File: src/rtl/muxn_pipe_if.sv
// Handshake/bus bundle for muxn_pipe: producer-side inputs plus registered consumer-side outputs.
interface muxn_pipe_if #(
  parameter int unsigned WIDTH  = 32,
  parameter int unsigned NUM_IN = 8,
  parameter int unsigned SEL_W  = 3
);
  logic [NUM_IN*WIDTH-1:0] in_bus;
  logic [SEL_W-1:0]        sel;
  logic                    in_valid;
  logic                    in_ready;
  logic                    flush;
  logic [WIDTH-1:0]        out_data;
  logic [SEL_W-1:0]        out_sel;
  logic                    out_valid;
  logic                    out_ready;
  logic                    sel_err;

  modport master (
    output in_bus, sel, in_valid, flush, out_ready,
    input  in_ready, out_data, out_sel, out_valid, sel_err
  );

  modport slave (
    input  in_bus, sel, in_valid, flush, out_ready,
    output in_ready, out_data, out_sel, out_valid, sel_err
  );
endinterface

File: src/rtl/muxn_pipe.sv
// N-input registered select stage with valid/ready, one-entry skid buffer and flush.
// Optional sticky out-of-range select flag enabled by MUXN_PIPE_SEL_CHK_EN.
module muxn_pipe #(
  parameter int unsigned WIDTH  = 32,
  parameter int unsigned NUM_IN = 8,
  parameter int unsigned SEL_W  = 3
) (
  input  logic         clk,
  input  logic         rst,
  muxn_pipe_if.slave   bus
);

  typedef enum logic [1:0] {ST_EMPTY, ST_ONE, ST_FULL} state_t;

  state_t            r_state;
  state_t            w_state_nxt;
  logic              w_load_or_in;
  logic              w_load_or_sk;
  logic              w_load_sk;
  logic              w_accept;
  logic              w_xfer;
  logic [WIDTH-1:0]  w_sel_data;

  logic [WIDTH-1:0]  r_or_data;
  logic [SEL_W-1:0]  r_or_sel;
  logic [WIDTH-1:0]  r_sk_data;
  logic [SEL_W-1:0]  r_sk_sel;
  logic              r_out_valid;
  logic              r_in_ready;

  assign w_accept = bus.in_valid && r_in_ready;
  assign w_xfer   = r_out_valid && bus.out_ready;

  // Lane mux; out-of-range selects fall through to zero
  always_comb begin
    w_sel_data = '0;
    for (int unsigned i = 0; i < NUM_IN; i++) begin
      if (bus.sel == SEL_W'(i)) w_sel_data = bus.in_bus[i*WIDTH +: WIDTH];
    end
  end

  always_ff @(posedge clk) begin
    if (rst) r_state <= ST_EMPTY;
    else     r_state <= w_state_nxt;
  end

  // Occupancy FSM; flush wins over any accept/transfer in the same cycle
  always_comb begin
    w_state_nxt  = r_state;
    w_load_or_in = 1'b0;
    w_load_or_sk = 1'b0;
    w_load_sk    = 1'b0;
    if (bus.flush) begin
      w_state_nxt = ST_EMPTY;
    end else begin
      unique case (r_state)
        ST_EMPTY: begin
          if (w_accept) begin
            w_state_nxt  = ST_ONE;
            w_load_or_in = 1'b1;
          end
        end
        ST_ONE: begin
          if (w_accept && w_xfer) begin
            w_load_or_in = 1'b1;
          end else if (w_accept) begin
            w_state_nxt = ST_FULL;
            w_load_sk   = 1'b1;
          end else if (w_xfer) begin
            w_state_nxt = ST_EMPTY;
          end
        end
        ST_FULL: begin
          if (w_xfer) begin
            w_state_nxt  = ST_ONE;
            w_load_or_sk = 1'b1;
          end
        end
        default: w_state_nxt = ST_EMPTY;
      endcase
    end
  end

  always_ff @(posedge clk) begin
    if (rst) begin
      r_or_data   <= '0;
      r_or_sel    <= '0;
      r_sk_data   <= '0;
      r_sk_sel    <= '0;
      r_out_valid <= 1'b0;
      r_in_ready  <= 1'b1;
    end else begin
      r_out_valid <= (w_state_nxt != ST_EMPTY);
      r_in_ready  <= (w_state_nxt != ST_FULL);
      if (w_load_or_in) begin
        r_or_data <= w_sel_data;
        r_or_sel  <= bus.sel;
      end else if (w_load_or_sk) begin
        r_or_data <= r_sk_data;
        r_or_sel  <= r_sk_sel;
      end
      if (w_load_sk) begin
        r_sk_data <= w_sel_data;
        r_sk_sel  <= bus.sel;
      end
    end
  end

  assign bus.out_data  = r_or_data;
  assign bus.out_sel   = r_or_sel;
  assign bus.out_valid = r_out_valid;
  assign bus.in_ready  = r_in_ready;

`ifdef MUXN_PIPE_SEL_CHK_EN
  logic r_sel_err;
  logic w_sel_oor;

  // Extra bit keeps the compare correct when NUM_IN == 2**SEL_W
  assign w_sel_oor = ({1'b0, bus.sel} >= (SEL_W+1)'(NUM_IN));

  always_ff @(posedge clk) begin
    if (rst)                                       r_sel_err <= 1'b0;
    else if (w_accept && !bus.flush && w_sel_oor)  r_sel_err <= 1'b1;
  end

  assign bus.sel_err = r_sel_err;
`else
  assign bus.sel_err = 1'b0;
`endif

endmodule

File: src/flat_wrapper.sv
// flat-port wrapper written by rule: the top's interface ports become plain ports
module muxn_pipe_flat 
#(
  parameter int unsigned WIDTH  = 32,
  parameter int unsigned NUM_IN = 8,
  parameter int unsigned SEL_W  = 3
)
  (clk, rst, bus_in_bus, bus_sel, bus_in_valid, bus_flush, bus_out_ready, bus_in_ready, bus_out_data, bus_out_sel, bus_out_valid, bus_sel_err);
  muxn_pipe_if #(.WIDTH(WIDTH), .NUM_IN(NUM_IN), .SEL_W(SEL_W)) bus_i ();
  input  logic clk;
  input  logic rst;
  input wire logic [$bits(bus_i.in_bus)-1:0] bus_in_bus;
  input wire logic [$bits(bus_i.sel)-1:0] bus_sel;
  input wire logic [$bits(bus_i.in_valid)-1:0] bus_in_valid;
  input wire logic [$bits(bus_i.flush)-1:0] bus_flush;
  input wire logic [$bits(bus_i.out_ready)-1:0] bus_out_ready;
  output wire logic [$bits(bus_i.in_ready)-1:0] bus_in_ready;
  output wire logic [$bits(bus_i.out_data)-1:0] bus_out_data;
  output wire logic [$bits(bus_i.out_sel)-1:0] bus_out_sel;
  output wire logic [$bits(bus_i.out_valid)-1:0] bus_out_valid;
  output wire logic [$bits(bus_i.sel_err)-1:0] bus_sel_err;
  assign bus_i.in_bus = bus_in_bus;
  assign bus_i.sel = bus_sel;
  assign bus_i.in_valid = bus_in_valid;
  assign bus_i.flush = bus_flush;
  assign bus_i.out_ready = bus_out_ready;
  assign bus_in_ready = bus_i.in_ready;
  assign bus_out_data = bus_i.out_data;
  assign bus_out_sel = bus_i.out_sel;
  assign bus_out_valid = bus_i.out_valid;
  assign bus_sel_err = bus_i.sel_err;
  muxn_pipe #(.WIDTH(WIDTH), .NUM_IN(NUM_IN), .SEL_W(SEL_W)) u_core (.clk(clk), .rst(rst), .bus(bus_i));
endmodule
File: config.mk
export PLATFORM = sky130hd
export DESIGN_NAME = muxn_pipe_flat
export DESIGN_NICKNAME = d
export VERILOG_FILES = /design/src/rtl/muxn_pipe_if.sv /design/src/rtl/muxn_pipe.sv /design/src/flat_wrapper.sv
export SDC_FILE = /design/constraint.sdc
export NUM_CORES = 1
export LEC_CHECK = 0
export ABC_AREA = 1
export CAP_MARGIN = 20
export CORE_UTILIZATION = 39
export DETAILED_ROUTE_END_ITERATION = 12
export PLACE_DENSITY = 0.82
export SLEW_MARGIN = 10
export SYNTH_ARGS = -nofsm -noshare
export SYNTH_HDL_FRONTEND = slang
export SYNTH_SLANG_ARGS = --single-unit
File: constraint.sdc
create_clock -name clk -period 2.2 [get_ports clk]
set_input_delay 0.22 -clock clk [delete_from_list [all_inputs] [get_ports clk]]
set_output_delay 0.22 -clock clk [all_outputs]
set_load 0.02 [all_outputs]
==> reports/metrics.yaml, run 1 <==
io_pins: 302
initial_antenna_violation_count: 0
top_usage_layer: "met2"
die-width_um: 119
synthesis.area_per_instance_um2: 5.76
layout-area-overhead-vs-synth_pct: 68.6
grt_usage_pct: 31.6
drtIter0Drc: 600
critical_path.max_fanout: 12
tritoncts: "done"
timing.critical_path.from: "bus_sel[2]"
grt_util_met2_pct: 57.1
netlist.area_leader.share_pct: 28.0
dpl.cell_count: 1376
finClkSkew_ps: 4.58
synth-warning-count: 0
detail_route.wirelength_mm: 22.4
drc_errors: 0
crit_chain: "clkdlybuf4s50_1 -> buf_4 -> nor3_2 -> nand2_1 -> nand4_1 -> nor2_1 -> nand4_1 -> nand2_1 -> a21oi_1"
placement_rows: 42
gpl.final_weighted_congestion: 0.979
cts_hold_buffers: 0
cts_h_tree_depth: 3
final_min_period_over_clock_period_pct: 87.8
floorplan.die_area_mm2: 0.0141
cts.clk_slew.worst_paths_ps: 60
r2r-start: "u_core.r_state[1]"
utilization_pct: 67.4
synthesis.nets: 1184
final_antenna_net_count: 0
layout_commonest_cell: "sky130_fd_sc_hd__clkdlybuf4s50_1"
timing.final.hold_violations: 0
max_slew.worst_pin.slew_ps: 798
fill_cell_count: 1199
yosys_register_bits: 74
clock_tree.buffer_depth: 2
grt_max_degree: 54
dieHeight_um: 119
grt_pass1_wl_mm: 34.6
clock-sinks: 74
static-leakage-power_nw: 3.87
post_cts.resized_instances: 0
use_met1_pct: 33.7
cts.root.buffer_cell: "sky130_fd_sc_hd__clkbuf_16"
hp-class: "register to register"
worst_hold_slack_ps: 464
rsz0062_at_grt: "no"
layout_common_cells: "sky130_fd_sc_hd__clkdlybuf4s50_1, sky130_fd_sc_hd__nand2_1, sky130_fd_sc_hd__inv_1, sky130_fd_sc_hd__nor2_1, sky130_fd_sc_hd__dfxtp_1"
delay_contributed_by_the_slowest_stage_of_the_critical_path_ps: 660
crit_path_top_delay_cell: "sky130_fd_sc_hd__nor3_2"
report.final.slew_viol_count: 0
layout.nets: 1475
buffer_count_from_post_cts_setup_fixing: 0
timing.final.setup_violations: 0
antenna-diode-count: 0
grt_pass1_vias: 6716
grt_util_met3_pct: 8.11
grt_overflow: 0
total_standard_cell_area_after_synthesis_mm2: 0.00530
worst_setup_path_end_kind: "register"
coreArea_mm2: 0.0132
yosysSeqAreaShare_pct: 28.0
avgViaCountPerCell: 5.08
drt-pass1-iter-count: 5
worstPathBufferInverterCount: 2
top_cell_family_by_delay_on_the_critical_path: "simple AND/OR/NAND/NOR gates"
worst_slew_margin_relative_to_its_limit_pct: 46.5
synth_cell_type_count: 30
synthTopCellsByArea: "sky130_fd_sc_hd__dfxtp_1, sky130_fd_sc_hd__nand2_1, sky130_fd_sc_hd__inv_1"
input_output_buffers: 300
final_cell_count_no_fill: 1392
drt-wirelength-per-cell_um: 16.1
yosys.area.top_type: "sky130_fd_sc_hd__dfxtp_1"
power_density_mw_per_mm2: 451
timing.setup.tns_ps: 0
drive_gt1_share_pct: 6.66
ir_worst_vdd_v: 0.000369
path_class: "input pin to register"
start_util_pct: 40.0
clock_latency_ps: 340
timing.critical_path.arrival_ps: 2200
cts_inserted_buffers: 9
clock_period_minus_final_worst_setup_slack_ps: 1930
maximum_frequency_from_static_timing_analysis_mhz: 518
netlist_instances: 920
drv_cap: 0
run_status: "finished clean"
critical_path.startpoint_type: "input pin"
vias: 7077
dp_hpwl_mm: 17.5
worst_ep_required_time_ps: 2470
worstHoldStart: "u_core.bus.out_data[23]"
==> metal layers <==
layer	part of all wire (%)	routed length, um
met1	37	8280
met2	49	11000
met3	8.2	1850
met4	5.5	1230
met5	0	0
==> stage by stage <==
step | setup WS, ps | power, mW | cell area [um2]
2_1_floorplan | 540 | 1.94 | 5300
3_3_place_gp | -193 | 2.70 | 8650
3_5_place_dp | -27.5 | 2.71 | 8650
4_1_cts | 318 | 4.05 | 8930
5_1_grt | 154 | 4.22 | 8930
6_report | 268 | 4.03 | 8930
==> where the power goes <==
group | switching [mW] | total, mW | internal, mW
Clock | 0.558 | 1.35 | 0.787
Sequential | 0.0338 | 1.43 | 1.40
Combinational | 0.562 | 1.25 | 0.690
Total | 1.15 | 4.03 | 2.88
==> sequential cells by signal, indices dropped and copies added, names as in the netlist <==
register and cells:
u_core.r_sk_sel 3, u_core.bus.out_valid 1, u_core.bus.out_sel 3, u_core.bus.in_ready 1, u_core.bus.out_data 32, u_core.r_sk_data 32, u_core.r_state 2
==> cell usage after synthesis <==
cell	n
sky130_fd_sc_hd__buf_6	2
sky130_fd_sc_hd__clkbuf_1	20
sky130_fd_sc_hd__o21a_1	4
sky130_fd_sc_hd__buf_1	8
sky130_fd_sc_hd__nor2_1	83
sky130_fd_sc_hd__buf_2	22
sky130_fd_sc_hd__nor3_2	1
sky130_fd_sc_hd__nand3_1	70
sky130_fd_sc_hd__o21ai_0	32
sky130_fd_sc_hd__or2_1	2
sky130_fd_sc_hd__or2_0	2
sky130_fd_sc_hd__a21oi_1	63
sky130_fd_sc_hd__nand2_1	282
sky130_fd_sc_hd__o211ai_1	21
sky130_fd_sc_hd__nand4_1	66
sky130_fd_sc_hd__nand3_4	1
sky130_fd_sc_hd__nor2_2	1
sky130_fd_sc_hd__inv_4	1
sky130_fd_sc_hd__nor3_1	1
sky130_fd_sc_hd__or2_2	13
sky130_fd_sc_hd__nor3_4	1
sky130_fd_sc_hd__dfxtp_1	74
sky130_fd_sc_hd__a41oi_1	1
sky130_fd_sc_hd__conb_1	1
sky130_fd_sc_hd__inv_2	8
sky130_fd_sc_hd__inv_1	125
sky130_fd_sc_hd__buf_4	5
sky130_fd_sc_hd__nand3_2	2
sky130_fd_sc_hd__o21ai_1	5
sky130_fd_sc_hd__o22ai_1	3
==> tightest hold or removal path, delay by kind of cell (launching register included) <==
family	cells	cell delay, ps
simple gates	1	60
flops	1	310
compound gates	1	50
==> worst paths after layout <==
path | end | slack [ps] | cells after the start
hold / removal | u_core.bus.out_data[23] | 460 | 2
hold reg to reg | u_core.bus.out_data[23] | 460 | 2
setup / recovery | u_core.bus.out_data[31] | 270 | 9
setup reg to reg | u_core.bus.out_data[22] | 650 | 10
==> cell type report <==
class | count | area, um2 | share of cell area, %
timing repair buffer | 337 | 3410 | 38.2
inverter | 134 | 505 | 5.66
multi-input combinational | 655 | 3040 | 34.1
tap | 176 | 220 | 2.47
clock inverter | 5 | 30.0 | 0.336
clock buffer | 11 | 243 | 2.72
sequential | 74 | 1480 | 16.6
==> kinds of logic (layout without fill, tap and decap cells) <==
kind of cell	count (synthesis)	after routing	share of synthesized area, %
AO/OA/AOI/OAI	129	129	13.5
other	1	1	0.0708
flip-flops	74	74	28.0
buffers and inverters	191	487	14.7
AND/OR/NAND/NOR	525	525	43.7
(Power assumes the default switching activity.)
==> run 2: changes to the inputs <==
--- a/config.mk
+++ b/config.mk
@@ -7,6 +7,7 @@
 export LEC_CHECK = 0
 export ABC_AREA = 1
 export CAP_MARGIN = 20
+export CORE_ASPECT_RATIO = 0.75
 export CORE_UTILIZATION = 39
 export DETAILED_ROUTE_END_ITERATION = 12
 export PLACE_DENSITY = 0.82
==> run 2 against run 1 <==
Effect of this change:
- non-clock buffer count fell by 8
- clock skew barely moved
- fmax rose by 1.7%
- wire length fell by 3.0%
- clock power rose by 3%
- first-iteration DRC count fell by 19%
- largest cell class unchanged
- via count fell by 1.6%
==> reports/metrics.yaml, run 2 (same netlist as run 1, synthesis figures left out) <==
timing.final.hold_violations: 0  # unchanged
drt-wirelength-per-cell_um: 15.8  # -2.1%
setup_ws_ps: 300  # +32.2 ps
clock_period_minus_final_worst_setup_slack_ps: 1900  # -32.2 ps
drt-pass1-iter-count: 5  # unchanged
run_status: "finished clean"
tritoncts: "done"
ir_worst_vdd_v: 0.000403  # +9.1%
die-width_um: 137  # +15%
post_cts.resized_instances: 0  # unchanged
critical_path.startpoint_type: "input pin"
timing.final.setup_violations: 0  # unchanged
cts_inserted_buffers: 9  # unchanged
fill_cell_count: 1174  # -2.1%
power_density_mw_per_mm2: 457  # +1.3%
pwr-share-seq_pct: 35.3  # -0.3 points
maximum_frequency_from_static_timing_analysis_mhz: 526  # +1.7%
intPower_mw: 2.93  # +2.0%
critical_path.max_fanout: 42  # +30
power.switching_mw: 1.12  # -2.5%
clockPowerShare_pct: 34.3  # +0.9 points
pre_cts_slack_ps: -37.4  # -9.99 ps
grt_pass1_vias: 6581  # -2.0%
final_min_period_over_clock_period_pct: 86.3  # -1.5 points
crit_path_top_delay_cell: "sky130_fd_sc_hd__clkdlybuf4s50_1"
drive_gt1_share_pct: 5.96  # -0.70 points
io_pins: 302  # unchanged
cts_hold_buffers: 0  # unchanged
drc_errors: 0  # unchanged
input_output_buffers: 300  # unchanged
grt_pass1_wl_mm: 32.9  # -5.1%
gpl.final_weighted_congestion: 0.971  # -0.81%
layout-area-overhead-vs-synth_pct: 67.5
grt_usage_pct: 30.5  # -1.1 points
max_slew.worst_pin.slew_ps: 946  # +147 ps
dp_hpwl_mm: 16.8  # -3.9%
grt_overflow: 0  # unchanged
start_util_pct: 40.4  # +0.41 points
delay_contributed_by_the_slowest_stage_of_the_critical_path_ps: 470  # -190 ps
dpl.cell_count: 1363  # -0.94%
final_antenna_net_count: 0  # unchanged
utilization_pct: 67.7  # +0.27 points
cts_h_tree_depth: 3  # unchanged
grt_max_degree: 47  # -13%
drtIter0Drc: 484  # -19%
hp-class: "register to register"
vias: 6963  # -1.6%
detail_route.wirelength_mm: 21.7  # -3.0%
path_class: "input pin to register"
coreArea_mm2: 0.0131  # -1.0%
antenna-diode-count: 0  # unchanged
cts.clk_slew.worst_paths_ps: 50  # about the same
cts.root.buffer_cell: "sky130_fd_sc_hd__clkbuf_16"
final_cell_count_no_fill: 1379  # -0.93%
clock_tree.buffer_depth: 2  # unchanged
buffer_count_from_post_cts_setup_fixing: 0  # unchanged
clock_latency_ps: 330  # about the same
layout.nets: 1467  # -0.54%
worst_ep_required_time_ps: 2420  # -50 ps
dieHeight_um: 103  # -13%
static-leakage-power_nw: 3.84  # -0.71%
placement_rows: 36  # -14%
timing.setup.tns_ps: 0  # unchanged
floorplan.die_area_mm2: 0.0141  # about the same
layout_commonest_cell: "sky130_fd_sc_hd__clkdlybuf4s50_1"
switching_fraction_of_total_power_pct: 27.7  # -0.92 points
crit_chain: "clkdlybuf4s50_1 -> buf_4 -> inv_2 -> buf_4 -> nand3_1 -> nand2_1 -> nor2_1 -> nand4_1 -> nand2_1 -> nand3_1 -> o211ai_1 -> inv_1"
worst_setup_path_end_kind: "register"
initial_antenna_violation_count: 0  # unchanged
clock-sinks: 74  # unchanged
share_comb_of_total_power_pct: 30.4  # -0.7 points
finClkSkew_ps: 4.81  # +0.225 ps
rsz0062_at_grt: "no"
drv_cap: 0  # unchanged
worst_slew_margin_relative_to_its_limit_pct: 36.5  # -10 points
timing.critical_path.arrival_ps: 2120  # -80 ps
avgViaCountPerCell: 5.05  # -0.68%
layout_common_cells: "sky130_fd_sc_hd__clkdlybuf4s50_1, sky130_fd_sc_hd__nand2_1, sky130_fd_sc_hd__inv_1, sky130_fd_sc_hd__nor2_1, sky130_fd_sc_hd__dfxtp_1"
report.final.slew_viol_count: 0  # unchanged
[run 2: cell types whose count changed in the layout (fill, tap and decap cells not counted)]
| cell | before | now |
|---|---|---|
| sky130_fd_sc_hd__clkinvlp_4 | 2 | 0 |
| sky130_fd_sc_hd__buf_4 | 27 | 19 |
| sky130_fd_sc_hd__clkbuf_1 | 1 | 2 |
| sky130_fd_sc_hd__clkbuf_8 | 1 | 3 |
| sky130_fd_sc_hd__clkinv_2 | 3 | 2 |
[run 2: area by class of cell]
type	instances	area, um2	area share (%)
well taps	171	214	2.41
clock inverters	2	10.0	0.113
repair buffers	329	3350	37.7
inverters	134	505	5.70
clock buffers	14	274	3.09
multi-input cells	655	3040	34.3
flip-flops and latches	74	1480	16.7
[run 2: per-layer routing]
metal	vias to the layer above	wire length [um]	track usage (%)
li1	3522	-	-
met1	3059	8310	33.4
met2	320	10800	57.2
met3	62	1840	6.24
met4	0	821	13.6
met5	-	0	0
[run 2: critical path: cells and delay by family]
| family | cells | cell delay, ps |
|---|---|---|
| AO/OA/AOI/OAI | 1 | 100 |
| buffers and inverters | 5 | 1040 |
| AND/OR/NAND/NOR | 6 | 750 |
[run 2: worst paths after layout]
kind / startpoint / cells past startpoint / slack (ps) / to
worst min-delay path: u_core.bus.out_data[30] / 2 / 460 / u_core.bus.out_data[30]
worst max-delay path: bus_sel[2] / 12 / 300 / u_core.r_sk_data[24]
worst max register to register: u_core.r_state[1] / 10 / 640 / u_core.bus.out_data[12]
worst min register to register: u_core.bus.out_data[30] / 2 / 460 / u_core.bus.out_data[30]
[run 2: through the flow]
stage	instance area, um2	hold WS [ps]	power [mW]
detailed placement	8590	455	2.69
floorplan	5300	302	1.94
global placement	8590	454	2.68
finish	8870	463	4.06
global route	8870	484	4.24
CTS	8870	463	4.07
[run 2: power groups by stage]
stage	sequential, mW	combinational, mW	clock (mW)
detailed placement	1.46	1.23	0
finish	1.43	1.24	1.39
global route	1.44	1.34	1.46
global placement	1.46	1.22	0
floorplan	1.50	0.437	0
CTS	1.43	1.24	1.40
==> run 3: changes to the inputs <==
--- a/config.mk
+++ b/config.mk
@@ -7,7 +7,7 @@
 export LEC_CHECK = 0
 export ABC_AREA = 1
 export CAP_MARGIN = 20
-export CORE_ASPECT_RATIO = 0.75
+export CORE_ASPECT_RATIO = 1.2
 export CORE_UTILIZATION = 39
 export DETAILED_ROUTE_END_ITERATION = 12
 export PLACE_DENSITY = 0.82
==> run 3 against run 2 <==
Effect of this change:
- power is 5.5% higher
- clock-buffer cell count is 2 lower
- flip-flop and latch count stayed put
- hold slack worse by 12 ps
- die area hardly changed
- clock skew is 0.79 ps lower
- critical path depth is 1 lower
- highest routed layer is now met5
- final area is 0.51% higher
- register-to-register slack worse by 190 ps
- utilization is 0.33 points lower
- non-clock buffer count is 8 higher
==> reports/metrics.yaml, run 3 (same netlist as run 1, synthesis figures left out) <==
timing.final.hold_violations: 0  # unchanged
post_cts.resized_instances: 0  # unchanged
cts.root.buffer_cell: "sky130_fd_sc_hd__clkbuf_16"
buffer_count_from_post_cts_setup_fixing: 0  # unchanged
drv_cap: 0  # unchanged
cts_hold_buffers: 0  # unchanged
input_output_buffers: 300  # unchanged
drc_errors: 0  # unchanged
initial_antenna_violation_count: 6  # +6
drive_gt1_share_pct: 6.66  # +0.70 points
clock_tree.buffer_depth: 2  # unchanged
clock-sinks: 74  # unchanged
delay_contributed_by_the_slowest_stage_of_the_critical_path_ps: 630  # +160 ps
layout-area-overhead-vs-synth_pct: 68.4
critical_path.max_fanout: 19  # -55%
avgViaCountPerCell: 5.19  # +2.8%
worst_setup_path_end_kind: "register"
tritoncts: "done"
dpl.cell_count: 1368  # +0.37%
max_slew.worst_pin.slew_ps: 617  # -329 ps
grt_pass1_wl_mm: 35.3  # +7.5%
end_of_the_worst_hold_path: "u_core.bus.out_sel[0]"
r2r.worst_path.cells: 10  # unchanged
cts.clk_slew.worst_paths_ps: 60  # about the same
finClkSkew_ps: 4.02  # -0.790 ps
clock_period_minus_final_worst_setup_slack_ps: 1960  # +59.7 ps
die-width_um: 108  # -21%
ir_worst_vdd_v: 0.000522  # +30%
grt_overflow: 0  # unchanged
final_cell_count_no_fill: 1387  # +0.58%
final_antenna_net_count: 0  # unchanged
setup.reg_to_reg.worst_slack_ps: 450  # -190 ps
drt-pass1-iter-count: 6  # +1
floorplan.die_area_mm2: 0.0141  # about the same
rsz0062_at_grt: "no"
fill_cell_count: 1168  # -0.51%
drt-wirelength-per-cell_um: 17.5  # +11%
report.final.slew_viol_count: 0  # unchanged
hp-class: "input pin to register"
io_pins: 302  # unchanged
static-leakage-power_nw: 3.87  # +0.92%
grt_usage_pct: 33.6  # +3.1 points
detail_route.wirelength_mm: 24.3  # +12%
grt_pass1_vias: 6856  # +4.2%
drtIter0Drc: 660  # +36%
clock_latency_ps: 330  # about the same
timing.critical_path.arrival_ps: 2190  # +70 ps
maximum_frequency_from_static_timing_analysis_mhz: 510  # -3.0%
vias: 7199  # +3.4%
worst_ep_required_time_ps: 2430  # about the same
start_util_pct: 40.0  # -0.40 points
worst_path_most_repeated_cell: "sky130_fd_sc_hd__inv_2"
placement_rows: 46  # +28%
timing.final.setup_violations: 0  # unchanged
path_class: "input pin to register"
crit_path_top_delay_cell: "sky130_fd_sc_hd__clkdlybuf4s50_1"
r2r-start: "u_core.r_state[1]"
gpl.final_weighted_congestion: 0.992  # +2.2%
run_status: "finished clean"
dp_hpwl_mm: 19.0  # +13%
layout_commonest_cell: "sky130_fd_sc_hd__clkdlybuf4s50_1"
worstHoldStart: "rst"
coreArea_mm2: 0.0132  # +0.99%
dieHeight_um: 130  # +26%
cts_inserted_buffers: 9  # unchanged
grt_max_degree: 41  # -13%
crit_chain: "clkdlybuf4s50_1 -> inv_2 -> nand3_2 -> inv_2 -> buf_4 -> a21oi_1 -> nand3_1 -> nand2_1 -> nand4_1 -> o211ai_1 -> inv_1"
layout_common_cells: "sky130_fd_sc_hd__clkdlybuf4s50_1, sky130_fd_sc_hd__nand2_1, sky130_fd_sc_hd__inv_1, sky130_fd_sc_hd__nor2_1, sky130_fd_sc_hd__dfxtp_1"
hold_depth: 3  # +1
final_min_period_over_clock_period_pct: 89.1  # +2.7 points
critical_path.startpoint_type: "input pin"
utilization_pct: 67.4  # -0.33 points
timing.rr.end: "u_core.bus.out_data[28]"
power_density_mw_per_mm2: 480  # +5.0%
worst_slew_margin_relative_to_its_limit_pct: 58.8  # +22 points
layout.nets: 1475  # +0.55%
cts_h_tree_depth: 3  # unchanged
[run 3: changes by cell type in the layout (fill, tap and decap cells not counted), moves of 2 or more]
| cell | before | now |
|---|---|---|
| sky130_fd_sc_hd__clkbuf_8 | 3 | 1 |
| sky130_fd_sc_hd__diode_2 | 0 | 3 |
| sky130_fd_sc_hd__buf_12 | 10 | 6 |
| sky130_fd_sc_hd__bufinv_16 | 0 | 2 |
| sky130_fd_sc_hd__buf_4 | 19 | 31 |
[run 3: worst max path at each step]
| stage | start | endpoint | slack [ps] |
|---|---|---|---|
| floorplan | u_core.bus.in_ready | u_core.r_sk_data[4] | 540 |
| global placement | bus_sel[1] | u_core.r_sk_data[2] | -60 |
| detailed placement | bus_sel[1] | u_core.r_sk_data[2] | -110 |
| CTS | bus_sel[1] | u_core.r_sk_data[2] | 240 |
| global route | bus_sel[1] | u_core.r_sk_data[2] | 70 |
| finish | bus_sel[1] | u_core.r_sk_data[2] | 240 |
[run 3: routing by layer]
layer  GRT usage, %  share of wire, %  up-vias
li1               -                 -     3535
met1           38.6                39     3213
met2           55.6                46      367
met3           9.86               9.7       78
met4           19.1               5.1        6
met5              0              0.14        -
[run 3: stage by stage]
step	setup WS, ps	TNS [ps]	cell area [um2]	power [mW]	hold WS (ps)
floorplan	540	0	5300	1.94	302
finish	241	0	8920	4.28	451
detailed placement	-112	-396	8590	2.70	454
CTS	244	0	8910	4.29	438
global route	68.0	0	8910	4.45	477
global placement	-55.4	-158	8590	2.70	452
[run 3: power breakdown]
group / switching [mW] / leakage (nW) / total, mW / internal (mW)
logic: 0.580 / 3.11 / 1.26 / 0.681
clock network: 0.561 / 0.157 / 1.59 / 1.03
registers: 0.0353 / 0.602 / 1.43 / 1.40
total: 1.18 / 3.87 / 4.28 / 3.11
[run 3: final cells by class]
type	instances	area [um2]	area share, %
diodes	3	7.51	0.0842
flip-flops and latches	74	1480	16.6
multi-input cells	655	3040	34.1
clock buffers	12	246	2.76
well taps	168	210	2.36
repair buffers	337	3350	37.6
clock inverters	4	73.8	0.828
inverters	134	505	5.67
[run 3: worst max-delay path, delay by kind of cell]
family                 cells  cell delay, ps
buffers and inverters      5            1200
and+or+nand+nor            4             500
AOI/OAI and AO/OA          2             270
==> variant, RTL diff (settings of run 3) <==
`WIDTH` is set to 32 in 3 places; all go to 48.
--- a/src/rtl/muxn_pipe_if.sv
+++ b/src/rtl/muxn_pipe_if.sv
@@ -2,3 +2,3 @@
 interface muxn_pipe_if #(
-  parameter int unsigned WIDTH  = 32,
+  parameter int unsigned WIDTH  = 48,
   parameter int unsigned NUM_IN = 8,
--- a/src/rtl/muxn_pipe.sv
+++ b/src/rtl/muxn_pipe.sv
@@ -3,3 +3,3 @@
 module muxn_pipe #(
-  parameter int unsigned WIDTH  = 32,
+  parameter int unsigned WIDTH  = 48,
   parameter int unsigned NUM_IN = 8,
--- a/src/flat_wrapper.sv
+++ b/src/flat_wrapper.sv
@@ -3,3 +3,3 @@
 #(
-  parameter int unsigned WIDTH  = 32,
+  parameter int unsigned WIDTH  = 48,
   parameter int unsigned NUM_IN = 8,
Ports: changed (resized bus_in_bus and bus_out_data); port bits go from 302 to 446. No check against the original RTL was run, so the function may have changed too.
==> variant against run 3 <==
Maximum frequency decreased by 1.4%; area after synthesis increased by 49%; routed wire length increased by 65%; total power increased by 35%; sequential cell count increased by 32; cell area increased by 48%; worst setup slack got worse by 28 ps; count of clock-buffer cells in the layout decreased by 3; critical path type unchanged; largest cell class unchanged.
==> variant: results (changes against run 3) <==
{| class="wikitable"
! Metric !! Value
|-
| Outcome || complete, no violations
|-
| Clk Latency, worst-skew pair || 350 ps (+20 ps)
|-
| Adder-Cell Fraction of Synth Area || 0% (unchanged)
|-
| Setup WS pre-CTS || -310.0 ps (-198.2 ps)
|-
| Average cell area after synthesis || 5.773 um2 (+0.28%)
|-
| Placed cell area || 0.01289 mm2 (+50%)
|-
| Number of nets at the end of the flow || 2,177 (+48%)
|-
| Fraction of layout instances using a drive strength above 1 || 7.043% (+0.38 points)
|-
| Area contributors post-synth || sky130_fd_sc_hd__dfxtp_1 27%, sky130_fd_sc_hd__nand2_1 19%, sky130_fd_sc_hd__nand4_1 9.1%
|-
| Met2 track demand over resource || 55.91% (+0.27 points)
|-
| Combinational share of power || 34.3% (+4.9 points)
|-
| Met1 Use GR || 47.05% (+8.4 points)
|-
| Net switching power || 1.736 mW (+47%)
|-
| Synth Net Count || 1,763 (+49%)
|-
| Met2 WL post-DR || 17,260 um (+55%)
|-
| Sequential power share || 35.5% (+2.0 points)
|-
| Maximum VDD drop || 0.0003389 V (-35%)
|-
| Share of the yosys chip area belonging to registers || 26.81% (-1.2 points)
|-
| Met3 track utilization from global routing || 10.53% (+0.68 points)
|-
| Port-buffer cells || 444 (+48%)
|-
| Initial antenna violation count || 4 (-2)
|-
| Delay of the slowest cell on the worst path || 290 ps (-340 ps)
|-
| RD Place Congestion || 1.023 (+3.2%)
|-
| Wire length of the first global-routing pass || 58,040 um (+64%)
|-
| Cell at the slowest stage of the critical path || sky130_fd_sc_hd__buf_12
|-
| Total leakage power || 5.607 nW (+45%)
|-
| Overall track demand over capacity in global routing || 36.40% (+2.8 points)
|-
| Placed instance count || 2,034 (+49%)
|-
| Largest net degree at the start of global routing || 55 (+34%)
|-
| Via density per instance || 5.410 (+4.2%)
|-
| Max Used Layer || met4
|-
| Cell types with the highest counts after synthesis || 391 x sky130_fd_sc_hd__nand2_1, 151 x sky130_fd_sc_hd__inv_1, 128 x sky130_fd_sc_hd__nand3_1, 126 x sky130_fd_sc_hd__nor2_1, 115 x sky130_fd_sc_hd__nand4_1
|-
| Pwr Total || 5.766 mW (+35%)
|-
| Biggest fanout along the worst timing path || 54 (+35)
|-
| Avg WL per Cell || 19.51 um (+11%)
|-
| Worst hold path type || reg -> reg
|-
| Worst-case headroom to the max-slew limit || 52.34% (-6.5 points)
|-
| Finished Layout Cells || 2,053 (+48%)
|-
| Wire length on met1 || 16,170 um (+70%)
|-
| Worst Skew || 8.727 ps (+4.707 ps)
|-
| Number of DRC violations after detailed-routing iteration 0 || 1,273 (+93%)
|-
| Max H-tree Level || 3 (unchanged)
|-
| Delay-heaviest family, CP || buffers and inverters
|-
| Min Tclk post-route || 1987 ps (+27.86 ps)
|-
| Number of distinct library cells after synthesis || 27 (-10%)
|-
| Met3 routed WL || 4799 um (+100%)
|-
| Clock Path Buffers || 2 (unchanged)
|-
| Vias in the first global route || 10,190 (+49%)
|-
| Half-perimeter wire length of the detailed placement result || 30,640 um (+61%)
|-
| Fraction of the mapped netlist area in compound gates || 13.61% (+0.098 points)
|}
[variant: cell count changes after synthesis, moves of 26 or more]
cell / change
sky130_fd_sc_hd__clkbuf_1: +26
sky130_fd_sc_hd__nand4_1: +49
sky130_fd_sc_hd__nand2_1: +109
sky130_fd_sc_hd__dfxtp_1: +32
sky130_fd_sc_hd__nor2_1: +43
sky130_fd_sc_hd__inv_1: +26
sky130_fd_sc_hd__nand3_1: +58
[variant: layout make-up]
class                      instances  area, um2
antenna                            3      7.507
multi-input combinational        994       4726
clock buffer                       9      225.2
sequential                       106       2122
fill                            1753       6456
timing repair buffer             506       5102
inverter                         168      631.9
tap                              261      326.6
clock inverter                     6      91.34
[variant: worst paths after layout]
check,from,end,slack (ps),depth (start not counted)
setup / recovery,bus_sel[0],u_core.bus.out_data[36],210,13
hold / removal,u_core.bus.out_data[46],u_core.bus.out_data[46],470,2
setup reg to reg,u_core.bus.out_valid,u_core.bus.out_data[0],460,10
hold reg to reg,u_core.bus.out_data[46],u_core.bus.out_data[46],470,2
